[config.mk]
export PLATFORM = sky130hd
export DESIGN_NAME = gray_count_decoder
export DESIGN_NICKNAME = d
export VERILOG_FILES = /design/src/rtl/gray_count_decoder.sv
export SDC_FILE = /design/constraint.sdc
export NUM_CORES = 1
export LEC_CHECK = 0
export ABC_AREA = 1
export BUFFER_PORTS_ARGS = -buffer_cell sky130_fd_sc_hd__buf_2
export CELL_PAD_IN_SITES_DETAIL_PLACEMENT = 1
export CELL_PAD_IN_SITES_GLOBAL_PLACEMENT = 2
export CORE_UTILIZATION = 29
export CTS_CLUSTER_DIAMETER = 50
export DETAILED_ROUTE_END_ITERATION = 7
export HOLD_SLACK_MARGIN = 0.12
export PLACE_DENSITY_LB_ADDON = 0.1
export SETUP_SLACK_MARGIN = 0.15
export SYNTH_ARGS = -nofsm -noshare
export SYNTH_HDL_FRONTEND = slang
export SYNTH_SLANG_ARGS = --single-unit
[constraint.sdc]
create_clock -name clk -period 2.8 [get_ports clk]
set_input_delay 0 -clock clk [delete_from_list [all_inputs] [get_ports clk]]
set_output_delay 0 -clock clk [all_outputs]
set_load 0.005 [all_outputs]
[src/rtl/gray_count_decoder.sv]
// Two-stage Gray-to-binary decoder with step direction, wrap and error flags.
// Optional saturating error counter is enabled by defining GRAY_DEC_ERRCNT_EN.
module gray_count_decoder #(
    parameter int unsigned WIDTH = 4
) (
    input  logic             clk,
    input  logic             reset_n,
    input  logic [WIDTH-1:0] gray_in,
    input  logic             gray_valid,
    input  logic             err_clr,
    output logic [WIDTH-1:0] bin_out,
    output logic             bin_valid,
    output logic             dir_up,
    output logic             dir_dn,
    output logic             wrap,
    output logic             step_err,
    output logic [7:0]       err_cnt
);

    localparam logic [WIDTH-1:0] ONE  = {{(WIDTH-1){1'b0}}, 1'b1};
    localparam logic [WIDTH-1:0] ONES = {WIDTH{1'b1}};
    localparam int unsigned      CNTW = 8;

    logic [WIDTH-1:0] s1_gray_q;
    logic             s1_vld_q;
    logic [WIDTH-1:0] bin_q;
    logic             have_prev_q;
    logic             bin_valid_q;
    logic             dir_up_q;
    logic             dir_dn_q;
    logic             wrap_q;
    logic             step_err_q;

    logic [WIDTH-1:0] bin_c;
    logic [WIDTH-1:0] diff_c;
    logic             up_c;
    logic             dn_c;
    logic             wrap_c;
    logic             err_c;

    // Stage 1: capture qualified samples; the valid bit follows every cycle.
    always_ff @(posedge clk or negedge reset_n) begin
        if (!reset_n) begin
            s1_gray_q <= '0;
            s1_vld_q  <= 1'b0;
        end else begin
            s1_vld_q <= gray_valid;
            if (gray_valid) begin
                s1_gray_q <= gray_in;
            end
        end
    end

    // Gray-to-binary conversion and step classification against the last value.
    always_comb begin
        bin_c          = '0;
        bin_c[WIDTH-1] = s1_gray_q[WIDTH-1];
        for (int i = int'(WIDTH) - 2; i >= 0; i--) begin
            bin_c[i] = bin_c[i+1] ^ s1_gray_q[i];
        end
        diff_c = bin_c - bin_q;
        up_c   = 1'b0;
        dn_c   = 1'b0;
        wrap_c = 1'b0;
        err_c  = 1'b0;
        if (s1_vld_q && have_prev_q) begin
            if (diff_c == ONE) begin
                up_c   = 1'b1;
                wrap_c = (bin_c == '0);
            end else if (diff_c == ONES) begin
                dn_c   = 1'b1;
                wrap_c = (bin_c == ONES);
            end else if (diff_c != '0) begin
                err_c  = 1'b1;
            end
        end
    end

    // Stage 2: registered outputs; bin_q doubles as the previous decoded value.
    always_ff @(posedge clk or negedge reset_n) begin
        if (!reset_n) begin
            bin_q       <= '0;
            have_prev_q <= 1'b0;
            bin_valid_q <= 1'b0;
            dir_up_q    <= 1'b0;
            dir_dn_q    <= 1'b0;
            wrap_q      <= 1'b0;
            step_err_q  <= 1'b0;
        end else begin
            bin_valid_q <= s1_vld_q;
            dir_up_q    <= up_c;
            dir_dn_q    <= dn_c;
            wrap_q      <= wrap_c;
            step_err_q  <= err_c;
            if (s1_vld_q) begin
                bin_q       <= bin_c;
                have_prev_q <= 1'b1;
            end
        end
    end

`ifdef GRAY_DEC_ERRCNT_EN
    logic [CNTW-1:0] err_cnt_q;
    logic [CNTW-1:0] err_cnt_d;

    // Clear wins over the count, but an error in the clear cycle still counts once.
    always_comb begin
        err_cnt_d = err_cnt_q;
        if (err_clr) begin
            err_cnt_d = CNTW'(err_c);
        end else if (err_c && (err_cnt_q != {CNTW{1'b1}})) begin
            err_cnt_d = err_cnt_q + CNTW'(1);
        end
    end

    always_ff @(posedge clk or negedge reset_n) begin
        if (!reset_n) begin
            err_cnt_q <= '0;
        end else begin
            err_cnt_q <= err_cnt_d;
        end
    end

    assign err_cnt = err_cnt_q;
`else
    logic unused_err_clr;
    assign unused_err_clr = err_clr;
    assign err_cnt        = '0;
`endif

    assign bin_out   = bin_q;
    assign bin_valid = bin_valid_q;
    assign dir_up    = dir_up_q;
    assign dir_dn    = dir_dn_q;
    assign wrap      = wrap_q;
    assign step_err  = step_err_q;

endmodule
==> summary.md <==
| Metric | Value |
|---|---|
| Leak Pwr | `0.000594 µW` |
| Mapped cell area | `847 µm²` |
| HPWL Detailed | `1280 µm` |
| Total track usage | `12.9%` |
| DRC | `0` |
| CP required | `2.99 ns` |
| GR Util met1 | `14.9%` |
| Outcome | `complete, no violations` |
| Fmax | `405 MHz` |
| Clock period minus worst slack | `2.47 ns` |
| Nets | `141` |
| PortBufs | `15` |
| Sequential area share after synthesis | `44.3%` |
| YS warnings | `0` |
| Main synth FF type | `dfrtp_1` |
| ANT nets after route | `0` |
| Post-Route WL | `1700 µm` |
| Fin. max-slew vios | `0` |
| PwrDens | `654 mW/mm²` |
| GRT met3 Usage | `3.49%` |
| Distinct cells, synth | `22` |
| Routed vias | `672` |
| Clock tree buffer depth | `2` |
| Vias in the first global route | `696` |
| Largest net degree at the start of global routing | `16` |
| Reg2reg setup slack | `0.33 ns` |
| CP Cell Sequence | `inv_2, ha_4, xnor2_4, inv_2, ha_4, ha_1, inv_1, fa_1, xor2_1, and2_2, nand2_2, nand2_1, nor2_2` |
| Diode count | `0` |
| FILL cells | `333` |
| Starting Density | `30.7%` |
| Most common cell after layout, fill and taps aside | `nand2_1` |
| Design Power | `720 µW` |
| CTS tree | `done` |
| Footprint of the multi-input gates | `433 µm²` |
| Die X | `56.0 µm` |
| Final setup TNS | `0 ns` |
| WP data arrival | `2.66 ns` |
| Worst hold path class | `in2async` |
| Initial DRC count | `7` |
| Synth Instances | `94` |
| Clock sinks | `15` |
| Setup CP Type | `reg2reg` |
| Max stage delay on crit path | `0.40 ns` |
| Synth Area per Inst | `9.01 µm²` |
| Wire per inst | `11.0 µm` |
| FP Rows | `19` |
| Area of the die | `0.00314 mm²` |
| Post-synth EDFFs | `0` |
| Final Skew | `0.000492 ns` |
| Initial antenna violation count | `0` |
| Storage cell area | `375 µm²` |
| Worst setup endpoint | `step_err$_DFF_PN0_` |
| CP max stage cell | `fa_1` |
| DR vias/cell | `4.34` |
| CP startpoint | `s1_gray_q[3]$_DFFE_PN0P_` |
| DRT Pass-1 Iters | `2` |
| CP Launch Type | `flip-flop` |
| Final worst path period share | `88.1%` |
| TritonCTS buffer count | `3` |
| Worst-case reg-to-reg path depth | `13` |
| #FFs+latches synth | `15` |
| Met2 usage | `22.3%` |
| Syn-to-layout area delta | `30.1%` |
| Reg-to-Reg End | `step_err$_DFF_PN0_` |
| CORE AREA | `0.00276 mm²` |
| CP Max Fanout | `4` |
| Routability Congestion | `0.679` |
| Io pins | `25` |
| Grt ovf | `0` |
| H-tree lvl count | `1` |
| Asr flop ratio synth | `100%` |
| Max cap viols | `0` |
| Most frequent cells in the layout | `21 x nand2_1, 15 x dfrtp_1, 15 x buf_2` |
| Clock-pin slew of the registers on the worst-case setup and hold paths | `0.09 ns` |
| Hold Fails Final Rpt | `0` |
| Final setup violation count | `0` |
| Layout cells sized above 1 | `33.1%` |
| Worst-Skew Late Latency | `0.29 ns` |
| Unrepaired setup endpoints after global routing | `false` |
| Top Usage Layer GRT | `met2` |
| Max VDD drop | `0.000312 V` |
| Crit. End Element | `flip-flop` |
| Root Driver | `clkbuf_4` |
| Die height | `56.0 µm` |
| Reg-to-Reg Start | `s1_gray_q[3]$_DFFE_PN0P_` |
| First-pass GRT wire length | `3030 µm` |
## report_power, final
part | switching, µW | internal (µW) | leakage, µW | total [µW]
clock network | 74.0 | 55.4 | 0.0000150 | 129
logic | 171 | 161 | 0.000396 | 332
registers | 15.2 | 244 | 0.000183 | 259
total | 260 | 461 | 0.000594 | 720
## cell type report
| class | instances | area share, % |
|---|---|---|
| timing repair buffer | 27 | 16.3 |
| multi-input combinational | 65 | 39.3 |
| inverter | 13 | 4.43 |
| sequential | 15 | 34.1 |
| clock buffer | 4 | 2.38 |
| tap | 31 | 3.52 |
## kinds of logic after synthesis
logic type | Yosys count | synth area share (%)
AOI/OAI and AO/OA | 8 | 5.17
xor gates and xnor gates | 2 | 2.07
adders and majority gates | 8 | 12.7
buffers and inverters | 21 | 12.9
DFF | 15 | 44.3
muxes | 1 | 1.33
other | 1 | 0.443
and+or+nand+nor | 38 | 21.1
## cell usage after synthesis, drive strengths merged (2+ instances only)
master  count  area (µm²)
nand3       3        15.0
buf         8        60.1
and2        2        16.3
o21ai       7        35.0
nand4       2        12.5
nor2        5        23.8
nand2      24        97.6
dfrtp      15         375
inv        13        48.8
ha          7        87.6
## how the worst min path moves through the flow
stage / start / to / slack, ns
3_3_place_gp: reset_n / bin_out[0]$_DFFE_PN0P_ / -0.07
3_5_place_dp: reset_n / bin_out[0]$_DFFE_PN0P_ / -0.07
6_report: reset_n / bin_out[0]$_DFFE_PN0P_ / 0.15
4_1_cts: reset_n / bin_out[0]$_DFFE_PN0P_ / 0.15
2_1_floorplan: reset_n / bin_out[0]$_DFFE_PN0P_ / -0.30
5_1_grt: reset_n / bin_out[0]$_DFFE_PN0P_ / 0.17
## per-stage QoR
stage / util (%) / setup WS, ns / instance area, µm² / cells / hold WS [ns]
after global placement: 34.7 / 0.216 / 957 / 143 / -0.0709
after global routing: 40.0 / 0.145 / 1100 / 155 / 0.171
final: 40.0 / 0.333 / 1100 / 155 / 0.153
after CTS: 37.8 / 0.173 / 1040 / 153 / 0.153
after floorplan: - / 0.238 / 873 / 101 / -0.296
after detailed placement: 34.7 / 0.206 / 957 / 143 / -0.0659
## repair_timing
action                                 4_1_cts  5_1_grt
buffers inserted                             0        2
endpoints found under the hold margin       20        0
gates resized for setup                      0        6
setup endpoints to repair                    0        4
hold buffers                                 6        0
## layer usage
| layer | wire [µm] | part of all wire [%] | vias up |
|---|---|---|---|
| li1 | - | - | 337 |
| met1 | 753 | 44 | 316 |
| met2 | 855 | 50 | 15 |
| met3 | 50 | 2.9 | 4 |
| met4 | 42 | 2.5 | 0 |
| met5 | 0 | 0 | - |
## critical path, delay by kind of cell, from the launching register on
kind,cells,cell delay (ns)
adder cells (fa/ha/maj),4,1.03
flip-flops,1,0.39
XOR/XNOR,2,0.36
AND/OR/NAND/NOR,4,0.36
buffers and inverters,3,0.23
Note: power is estimated with default switching activity, not from simulation.
